[src/rtl/snake_game_if.sv]
// Signal bundle between the snake game controller and its environment
// (keyboard, HVsync and snake_logic).
interface snake_game_if #(
  parameter int SCORE_W = 8
);
  logic               reset_game;
  logic               v_sync;
  logic [2:0]         direction;
  logic               collision;
  logic               food_eaten;
  logic               move_tick;
  logic [2:0]         cur_dir;
  logic [1:0]         game_state;
  logic [SCORE_W-1:0] score;
  logic [5:0]         speed_lvl;

  modport master (
    output reset_game, v_sync, direction, collision, food_eaten,
    input  move_tick, cur_dir, game_state, score, speed_lvl
  );

  modport slave (
    input  reset_game, v_sync, direction, collision, food_eaten,
    output move_tick, cur_dir, game_state, score, speed_lvl
  );
endinterface

[src/rtl/snake_game_ctrl.sv]
// Snake game sequencer: IDLE/PLAY/OVER FSM, frame-derived move tick,
// steering latch with reversal protection, score and speed level.
module snake_game_ctrl #(
  parameter int START_PERIOD  = 30,
  parameter int MIN_PERIOD    = 4,
  parameter int SPEEDUP_EVERY = 4,
  parameter int SCORE_W       = 8
) (
  input  logic           clk_25,
  input  logic           rst,
  snake_game_if.slave    bus
);

  typedef enum logic [1:0] {
    IDLE = 2'd0,
    PLAY = 2'd1,
    OVER = 2'd2
  } state_t;

  localparam logic [5:0] START_P   = 6'(START_PERIOD);
  localparam logic [5:0] MIN_P     = 6'(MIN_PERIOD);
  localparam logic [3:0] SPEEDUP_N = 4'(SPEEDUP_EVERY);

  state_t             state_q, state_d;
  logic               vs_q, vs_d;
  logic               fs_q, fs_d;
  logic               tick_q, tick_d;
  logic [2:0]         cur_q, cur_d;
  logic [2:0]         pend_q, pend_d;
  logic [SCORE_W-1:0] score_q, score_d;
  logic [5:0]         lvl_q, lvl_d;
  logic [5:0]         period_q, period_d;
  logic [5:0]         fcnt_q, fcnt_d;
  logic [3:0]         food_q, food_d;
  logic               dir_valid;

  function automatic logic [2:0] opposite(input logic [2:0] d);
    case (d)
      3'd1:    opposite = 3'd2;
      3'd2:    opposite = 3'd1;
      3'd3:    opposite = 3'd4;
      3'd4:    opposite = 3'd3;
      default: opposite = 3'd0;
    endcase
  endfunction

  assign dir_valid = (bus.direction != 3'd0) && (bus.direction <= 3'd4);

  always_comb begin
    state_d  = state_q;
    vs_d     = bus.v_sync;
    fs_d     = vs_q & ~bus.v_sync;
    tick_d   = 1'b0;
    cur_d    = cur_q;
    pend_d   = pend_q;
    score_d  = score_q;
    lvl_d    = lvl_q;
    period_d = period_q;
    fcnt_d   = fcnt_q;
    food_d   = food_q;

    case (state_q)
      IDLE: begin
        if (!bus.reset_game && dir_valid) begin
          state_d  = PLAY;
          cur_d    = bus.direction;
          pend_d   = bus.direction;
          score_d  = '0;
          lvl_d    = '0;
          food_d   = '0;
          fcnt_d   = '0;
          period_d = START_P;
        end
      end
      PLAY: begin
        // reset_game outranks collision, which in turn swallows food and ticks
        if (bus.reset_game) begin
          state_d = IDLE;
        end else if (bus.collision) begin
          state_d = OVER;
        end else begin
          if (dir_valid && (bus.direction != opposite(cur_q)))
            pend_d = bus.direction;

          // >= lets a freshly shortened period fire on the very next frame
          if (fs_q) begin
            if (fcnt_q >= period_q - 6'd1) begin
              fcnt_d = '0;
              tick_d = 1'b1;
              cur_d  = pend_q;
            end else begin
              fcnt_d = fcnt_q + 6'd1;
            end
          end

          if (bus.food_eaten) begin
            if (score_q != {SCORE_W{1'b1}})
              score_d = score_q + SCORE_W'(1);
            if (food_q + 4'd1 >= SPEEDUP_N) begin
              food_d   = '0;
              lvl_d    = (lvl_q != 6'd63) ? lvl_q + 6'd1 : lvl_q;
              period_d = (period_q > MIN_P) ? period_q - 6'd1 : MIN_P;
            end else begin
              food_d = food_q + 4'd1;
            end
          end
        end
      end
      OVER: begin
        if (bus.reset_game)
          state_d = IDLE;
      end
      default: state_d = IDLE;
    endcase
  end

  always_ff @(posedge clk_25 or posedge rst) begin
    if (rst) begin
      state_q  <= IDLE;
      vs_q     <= 1'b1;
      fs_q     <= 1'b0;
      tick_q   <= 1'b0;
      cur_q    <= 3'd4;
      pend_q   <= 3'd4;
      score_q  <= '0;
      lvl_q    <= '0;
      period_q <= START_P;
      fcnt_q   <= '0;
      food_q   <= '0;
    end else begin
      state_q  <= state_d;
      vs_q     <= vs_d;
      fs_q     <= fs_d;
      tick_q   <= tick_d;
      cur_q    <= cur_d;
      pend_q   <= pend_d;
      score_q  <= score_d;
      lvl_q    <= lvl_d;
      period_q <= period_d;
      fcnt_q   <= fcnt_d;
      food_q   <= food_d;
    end
  end

  assign bus.move_tick  = tick_q;
  assign bus.cur_dir    = cur_q;
  assign bus.game_state = state_q;
  assign bus.score      = score_q;
  assign bus.speed_lvl  = lvl_q;

endmodule
[src/flat_wrapper.sv]
// flat-port wrapper written by rule: the top's interface ports become plain ports
module snake_game_ctrl_flat 
#(
  parameter int START_PERIOD  = 30,
  parameter int MIN_PERIOD    = 4,
  parameter int SPEEDUP_EVERY = 4,
  parameter int SCORE_W       = 8
)
  (clk_25, rst, bus_reset_game, bus_v_sync, bus_direction, bus_collision, bus_food_eaten, bus_move_tick, bus_cur_dir, bus_game_state, bus_score, bus_speed_lvl);
  snake_game_if #(.SCORE_W(SCORE_W)) bus_i ();
  input  logic clk_25;
  input  logic rst;
  input wire logic [$bits(bus_i.reset_game)-1:0] bus_reset_game;
  input wire logic [$bits(bus_i.v_sync)-1:0] bus_v_sync;
  input wire logic [$bits(bus_i.direction)-1:0] bus_direction;
  input wire logic [$bits(bus_i.collision)-1:0] bus_collision;
  input wire logic [$bits(bus_i.food_eaten)-1:0] bus_food_eaten;
  output wire logic [$bits(bus_i.move_tick)-1:0] bus_move_tick;
  output wire logic [$bits(bus_i.cur_dir)-1:0] bus_cur_dir;
  output wire logic [$bits(bus_i.game_state)-1:0] bus_game_state;
  output wire logic [$bits(bus_i.score)-1:0] bus_score;
  output wire logic [$bits(bus_i.speed_lvl)-1:0] bus_speed_lvl;
  assign bus_i.reset_game = bus_reset_game;
  assign bus_i.v_sync = bus_v_sync;
  assign bus_i.direction = bus_direction;
  assign bus_i.collision = bus_collision;
  assign bus_i.food_eaten = bus_food_eaten;
  assign bus_move_tick = bus_i.move_tick;
  assign bus_cur_dir = bus_i.cur_dir;
  assign bus_game_state = bus_i.game_state;
  assign bus_score = bus_i.score;
  assign bus_speed_lvl = bus_i.speed_lvl;
  snake_game_ctrl #(.START_PERIOD(START_PERIOD), .MIN_PERIOD(MIN_PERIOD), .SPEEDUP_EVERY(SPEEDUP_EVERY), .SCORE_W(SCORE_W)) u_core (.clk_25(clk_25), .rst(rst), .bus(bus_i));
endmodule
[config.mk]
export PLATFORM = sky130hd
export DESIGN_NAME = snake_game_ctrl_flat
export DESIGN_NICKNAME = d
export VERILOG_FILES = /design/src/rtl/snake_game_if.sv /design/src/rtl/snake_game_ctrl.sv /design/src/flat_wrapper.sv
export SDC_FILE = /design/constraint.sdc
export NUM_CORES = 1
export LEC_CHECK = 0
export BUFFER_PORTS_ARGS = -buffer_cell sky130_fd_sc_hd__buf_4
export CAP_MARGIN = 5
export CORE_UTILIZATION = 50
export CTS_BUF_LIST = sky130_fd_sc_hd__clkbuf_8
export DETAILED_ROUTE_END_ITERATION = 8
export PLACE_DENSITY_LB_ADDON = 0.05
export RECOVER_POWER = 25
export SKIP_LAST_GASP = 1
export SLEW_MARGIN = 20
export SYNTH_ARGS = -nofsm -noshare
export SYNTH_HDL_FRONTEND = slang
export SYNTH_SLANG_ARGS = --single-unit
[constraint.sdc]
create_clock -name clk_25 -period 4.4 [get_ports clk_25]
set_input_delay 0.44 -clock clk_25 [delete_from_list [all_inputs] [get_ports clk_25]]
set_output_delay 0.44 -clock clk_25 [all_outputs]
set_load 0.1 [all_outputs]
======== Word level (Yosys, flattened, before mapping) ========
Cells that the tools add are included.
cells by class
  order comparisons ....................... 4
  add/subtract/negate cells ............... 5
  bitwise logic cells ..................... 2
  equality and inequality tests ........... 21
  reduce and logical (&&, ||, !) cells .... 15
  mux-type cells .......................... 55
operator list
  cell                                                 number
  2-to-1 mux 6 bit                                     16
  2-to-1 mux 8 bit                                     5
  one-hot mux 6 bit (2 select lines)                   3
  2-to-1 mux 3 bit                                     11
  2-to-1 mux 4 bit                                     5
  AND reduction 6 bit                                  3
  one-hot mux 8 bit (2 select lines)                   1
  AND reduction 5 bit                                  3
  != test 2 x 1 -> 1 bit, second input constant        7
  adder 6 x 1 -> 6 bit, second input constant          2
  one-hot mux 3 bit (2 select lines)                   2
  one-hot mux 3 bit (4 select lines)                   1
  adder 8 x 1 -> 8 bit, second input constant          1
  2-to-1 mux 2 bit                                     4
  != test 2 bit, second input constant                 4
  != test 8 bit, second input constant                 1
  one-hot mux 4 bit (2 select lines)                   1
  AND reduction 7 bit                                  1
  equality test 3 x 2 -> 1 bit, second input constant  2
  >= comparator 6 bit                                  1
  > comparator 6 x 3 -> 1 bit, second input constant   1
  != test 6 bit, second input constant                 1
  one-hot mux 2 bit (3 select lines)                   1
  subtractor 6 x 1 -> 6 bit, second input constant     1
  other kinds (18)                                     24
word-level totals
  input bits .............................. 9
  logic and storage cells ................. 113
  output and inout bits ................... 20
  register bits after elaboration ......... 41

======== Longest topological paths before layout ========
  depth in word-level cells ............... 11
  mapped depth ............................ 10
  gate-level depth less buffers ........... 10

======== Least setup slack after synthesis ========
No wires, ideal clock.
  kind .................................... register -> register
  start ................................... register u_core.score_q[0], in the netlist u_core.bus.score[0]
  end ..................................... register u_core.score_q[0], in the netlist u_core.bus.score[0]
  path buffers ............................ 0
  library setup time ...................... 0.129 ns
  data arrival time ....................... 2.534 ns
  data required time ...................... 4.271 ns
  cell stages (with the launch flop) ...... 6
  setup slack ............................. 1.737 ns
  period minus slack after synthesis ...... 2.663 ns
  path through ............................ dfrtp_1 -> ha_1 -> nand3_1 -> nor3_1 -> or2_1 -> mux2_1
between the ends
  cells in the longest elaborated chain, start to end .. 6
  elaborated cells on any way between the ends .. 9
  classes of those cells .................. add/sub (1); eq/ne (2); mux (5); reduce/logical (1)
RTL lines
  element                             line                    text
  start: declaration                  snake_game_ctrl.sv:30   logic [SCORE_W-1:0] score_q, score_d;
  start signal: assignment            snake_game_ctrl.sv:137  score_q <= score_d;
  adder 8 x 1 -> 8 bit                snake_game_ctrl.sv:98   score_d = score_q + SCORE_W'(1);
  2-to-1 mux 8 bit                    snake_game_ctrl.sv:97   if (score_q != {SCORE_W{1'b1}})
  2-to-1 mux 8 bit                    snake_game_ctrl.sv:96   if (bus.food_eaten) begin
  2-to-1 mux 8 bit                    snake_game_ctrl.sv:79   end else if (bus.collision) begin
  2-to-1 mux 8 bit                    snake_game_ctrl.sv:77   if (bus.reset_game) begin
  one-hot mux 8 bit (2 select lines)  snake_game_ctrl.sv:62   case (state_q)
Parallel ways exist; a longest one is shown, timed or not. The select of a mux whose other input is x is not followed.
A chain may end at the register's enable or synchronous reset.

======== Worst setup path in the final report ========
  start ................................... register u_core.period_q[2]
  end ..................................... register u_core.fcnt_q[5]
between the ends
  cells in the longest elaborated chain, start to end .. 7
RTL lines
  element                             line                    text
  start: declaration                  snake_game_ctrl.sv:32   logic [5:0] period_q, period_d;
  start signal: assignment            snake_game_ctrl.sv:139  period_q <= period_d;
  subtractor 6 x 1 -> 6 bit           snake_game_ctrl.sv:87   if (fcnt_q >= period_q - 6'd1) begin
  >= comparator 6 bit                 snake_game_ctrl.sv:87
  2-to-1 mux 6 bit                    snake_game_ctrl.sv:87
  2-to-1 mux 6 bit                    snake_game_ctrl.sv:86   if (fs_q) begin
  2-to-1 mux 6 bit                    snake_game_ctrl.sv:79
  2-to-1 mux 6 bit                    snake_game_ctrl.sv:77
  one-hot mux 6 bit (2 select lines)  snake_game_ctrl.sv:62
  end signal: assignment              snake_game_ctrl.sv:140  fcnt_q <= fcnt_d;
  end: declaration                    snake_game_ctrl.sv:33   logic [5:0] fcnt_q, fcnt_d;
No other way between the ends. The select of a mux whose other input is x is not followed.

==> impl_metrics.py <==
metrics = {
    "logic_synthesis": {
        "yosysMostFrequentCell": "dfrtp_1",
        "syn_area_um2": 2366,
        "yosysSeqAreaShare_pct": 43.73,
        "synth-edff-count": 0,
        "async_flop_share_pct": 100.0,
        "synth_cell_types": 58,
        "synth_largest_area_cell": "dfrtp_1",
        "synth_warnings": 0,
        "synth_cells": 234,
        "synth_area_leaders": "dfrtp_1 36%, dfstp_2 7.8%, ha_1 6.3%",
        "syn-mean-instance-area_um2": 10.11,
        "synth-seq-cells": 41,
        "synth_top_area_share_pct": 35.96,
        "synth_ff_type": "dfrtp_1",
        "synthTopCellsByCount": "34 x dfrtp_1, 21 x nor2_1, 20 x nand2_1",
        "syn_nets": 255,
    },
    "routing": {
        "drtPass1Iterations": 6,
        "drtIter0Drc": 94,
        "antenna_left": 0,
        "viasPerCell": 5.739,
        "via_count": 1825,
        "drc": 0,
        "routed_wl_um": 4681,
        "routedWlPerCell_um": 14.72,
    },
    "cts": {
        "clk_pin_slew_worst_paths_ps": 80,
        "cts_num_sinks": 41,
        "post-cts-setup-buffers": 0,
        "cts-resized-gates": 0,
        "cts_hold_buf": 0,
        "clockBufferDepth": 2,
        "clkLatencyLatePin_ps": 290,
        "cts-root-buf": "clkbuf_8",
        "cts_tree": "done",
        "cts_buffers": 5,
        "htreeDepth": 2,
    },
    "job": {
        "maxCapViolCount": 1,
    },
    "sta": {
        "tightest_slew_ps": 2163,
        "setup_viol": 0,
        "finalHoldViolations": 0,
        "fin_crit_ps": 2752,
        "fin_crit_sh_pct": 62.55,
        "slew_headroom_pct": -44.19,
        "finalMaxSlewViolations": 42,
        "clock.fmax_mhz": 363.4,
        "grt_setup_unrepaired": "false",
        "setup_slack_ps": 1648,
        "finalSetupTns_ps": 0,
        "fin_skew_ps": 8.385,
    },
    "floorplanning": {
        "chipHeight_um": 70.79,
        "row_count": 24,
        "die_w_um": 70.79,
        "die_area_um2": 5011,
        "io_pins": 29,
        "core_um2": 4444,
        "start_util_pct": 53.24,
    },
    "grt": {
        "grt_start_max_net_pins": 42,
        "grt_usage_pct": 20.66,
        "grt_overflow": 0,
        "grt_pass1_wl_um": 8190,
        "first_global_vias": 1751,
        "antenna_found_initial": 0,
    },
    "status": {
        "status": "complete, but fails checks",
        "violations": "capacitance limit, slew limit",
    },
    "critical_path": {
        "cp-start-kind": "flop",
        "crit_type": "flop to flop",
        "arrival_ps": 2970,
        "required_ps": 4620,
        "path_max_fanout": 9,
        "crit_path_end_kind": "flop",
    },
    "power": {
        "power_leakage_nw": 1.232,
        "ir_worst_vdd_v": 0.0003138,
        "power_density_nw_per_um2": 467.5,
    },
    "cells_and_area": {
        "diodes": 0,
        "area_growth_pct": 16.71,
        "layout-drive-gt1-share_pct": 22.18,
        "fin_nets": 286,
    },
    "placement": {
        "place_ws_ps": 1675,
        "dp_hpwl_um": 3291,
        "gp_congestion": 0.8148,
        "io_buffers": 28,
    },
    "worst_hold_path": {
        "hold_class": "primary input to flop",
    },
}
==> layer usage <==
metal | share of wire [%] | vias up | global-route usage [%]
met2 | 46 | 27 | 32.69
met5 | 0 | - | 0
met1 | 50 | 868 | 28.61
li1 | - | 925 | -
met3 | 3.3 | 5 | 4.558
met4 | 1.1 | 0 | 6.222
==> sequential cells by signal (all words and copies together) (netlist names) <==
name,flops
u_core.bus.score,8
u_core.bus.speed_lvl,6
u_core.fcnt_q,6
u_core.period_q,6
u_core.food_q,4
u_core.bus.cur_dir,3
u_core.pend_q,3
u_core.bus.game_state,2
u_core.bus.move_tick,1
u_core.fs_q,1
u_core.vs_q,1
==> power breakdown <==
group / switching [mW] / internal [mW] / leakage (nW)
Sequential: 0.0565 / 0.441 / 0.531
Clock: 0.133 / 0.225 / 0.0681
Combinational: 0.298 / 0.137 / 0.633
Total: 0.488 / 0.803 / 1.23
==> through the flow <==
stage / area [um2] / hold WS, ps / util [%] / instances / power [mW]
floorplan: 2366 / 444.5 / - / 234 / 0.8445
global placement: 2634 / 495.5 / 59.26 / 310 / 0.9374
detailed placement: 2635 / 498.5 / 59.29 / 310 / 0.9438
CTS: 2769 / 245.7 / 62.30 / 318 / 1.309
global route: 2761 / 234.4 / 62.13 / 318 / 1.360
finish: 2761 / 228.8 / 62.13 / 318 / 1.291
==> placed cells by master, fill, tap and decap left out, drive strengths merged, types with 4 or more instances in the layout <==
cell / n
nor2: 21
nand4: 4
nor2b: 7
dfstp: 7
nand3: 7
buf: 28
xnor2: 8
ha: 12
mux2: 6
o21ai: 10
dfrtp: 34
a22o: 4
nor3: 6
clkbuf: 8
a21oi: 10
o21a: 4
nand2: 20
inv: 9
and3: 5
==> critical path, stage by stage (launching register included) <==
cell and delay [ps]:
dfstp_2 400, nor3_1 420, nand2_1 150, xor2_1 170
ha_1 310, o21a_1 130, a211oi_1 230, o21ai_1 240
or4_1 530, o211ai_1 100
==> path summary, 6_finish.rpt <==
path                               startpoint                 endpoint  slack (ps)  cells past startpoint
max                        u_core.period_q[2]         u_core.fcnt_q[5]        1650                      9
min                                bus_v_sync              u_core.vs_q         230                      1
max reg2reg                u_core.period_q[2]         u_core.fcnt_q[5]        1650                      9
min reg2reg                  u_core.pend_q[1]         u_core.pend_q[1]         510                      1
max in group asynchronous                 rst    u_core.bus.cur_dir[1]        2230                      3
min in group asynchronous                 rst  u_core.bus.speed_lvl[4]         930                      3
==> cell families (layout without fill, tap and decap cells) <==
group           after synthesis  count (layout)  share of synthesized area (%)
mux                           7               7                          3.279
buf+inv                      16              48                          2.961
simple gates                 85              85                          18.88
flops                        41              41                          43.73
xor+xnor                     11              11                          4.072
fa+ha+maj                    12              12                          6.346
compound gates               62              62                          20.73
==> final cells by class <==
type / instances / area (um2)
fill: 388 / 1683
multi-input combinational: 177 / 1269
sequential: 41 / 1035
timing repair buffer: 31 / 225.2
clock buffer: 5 / 68.82
clock inverter: 3 / 65.06
tap: 52 / 65.06
inverter: 9 / 33.78
Power figures use the tool's default switching activity.
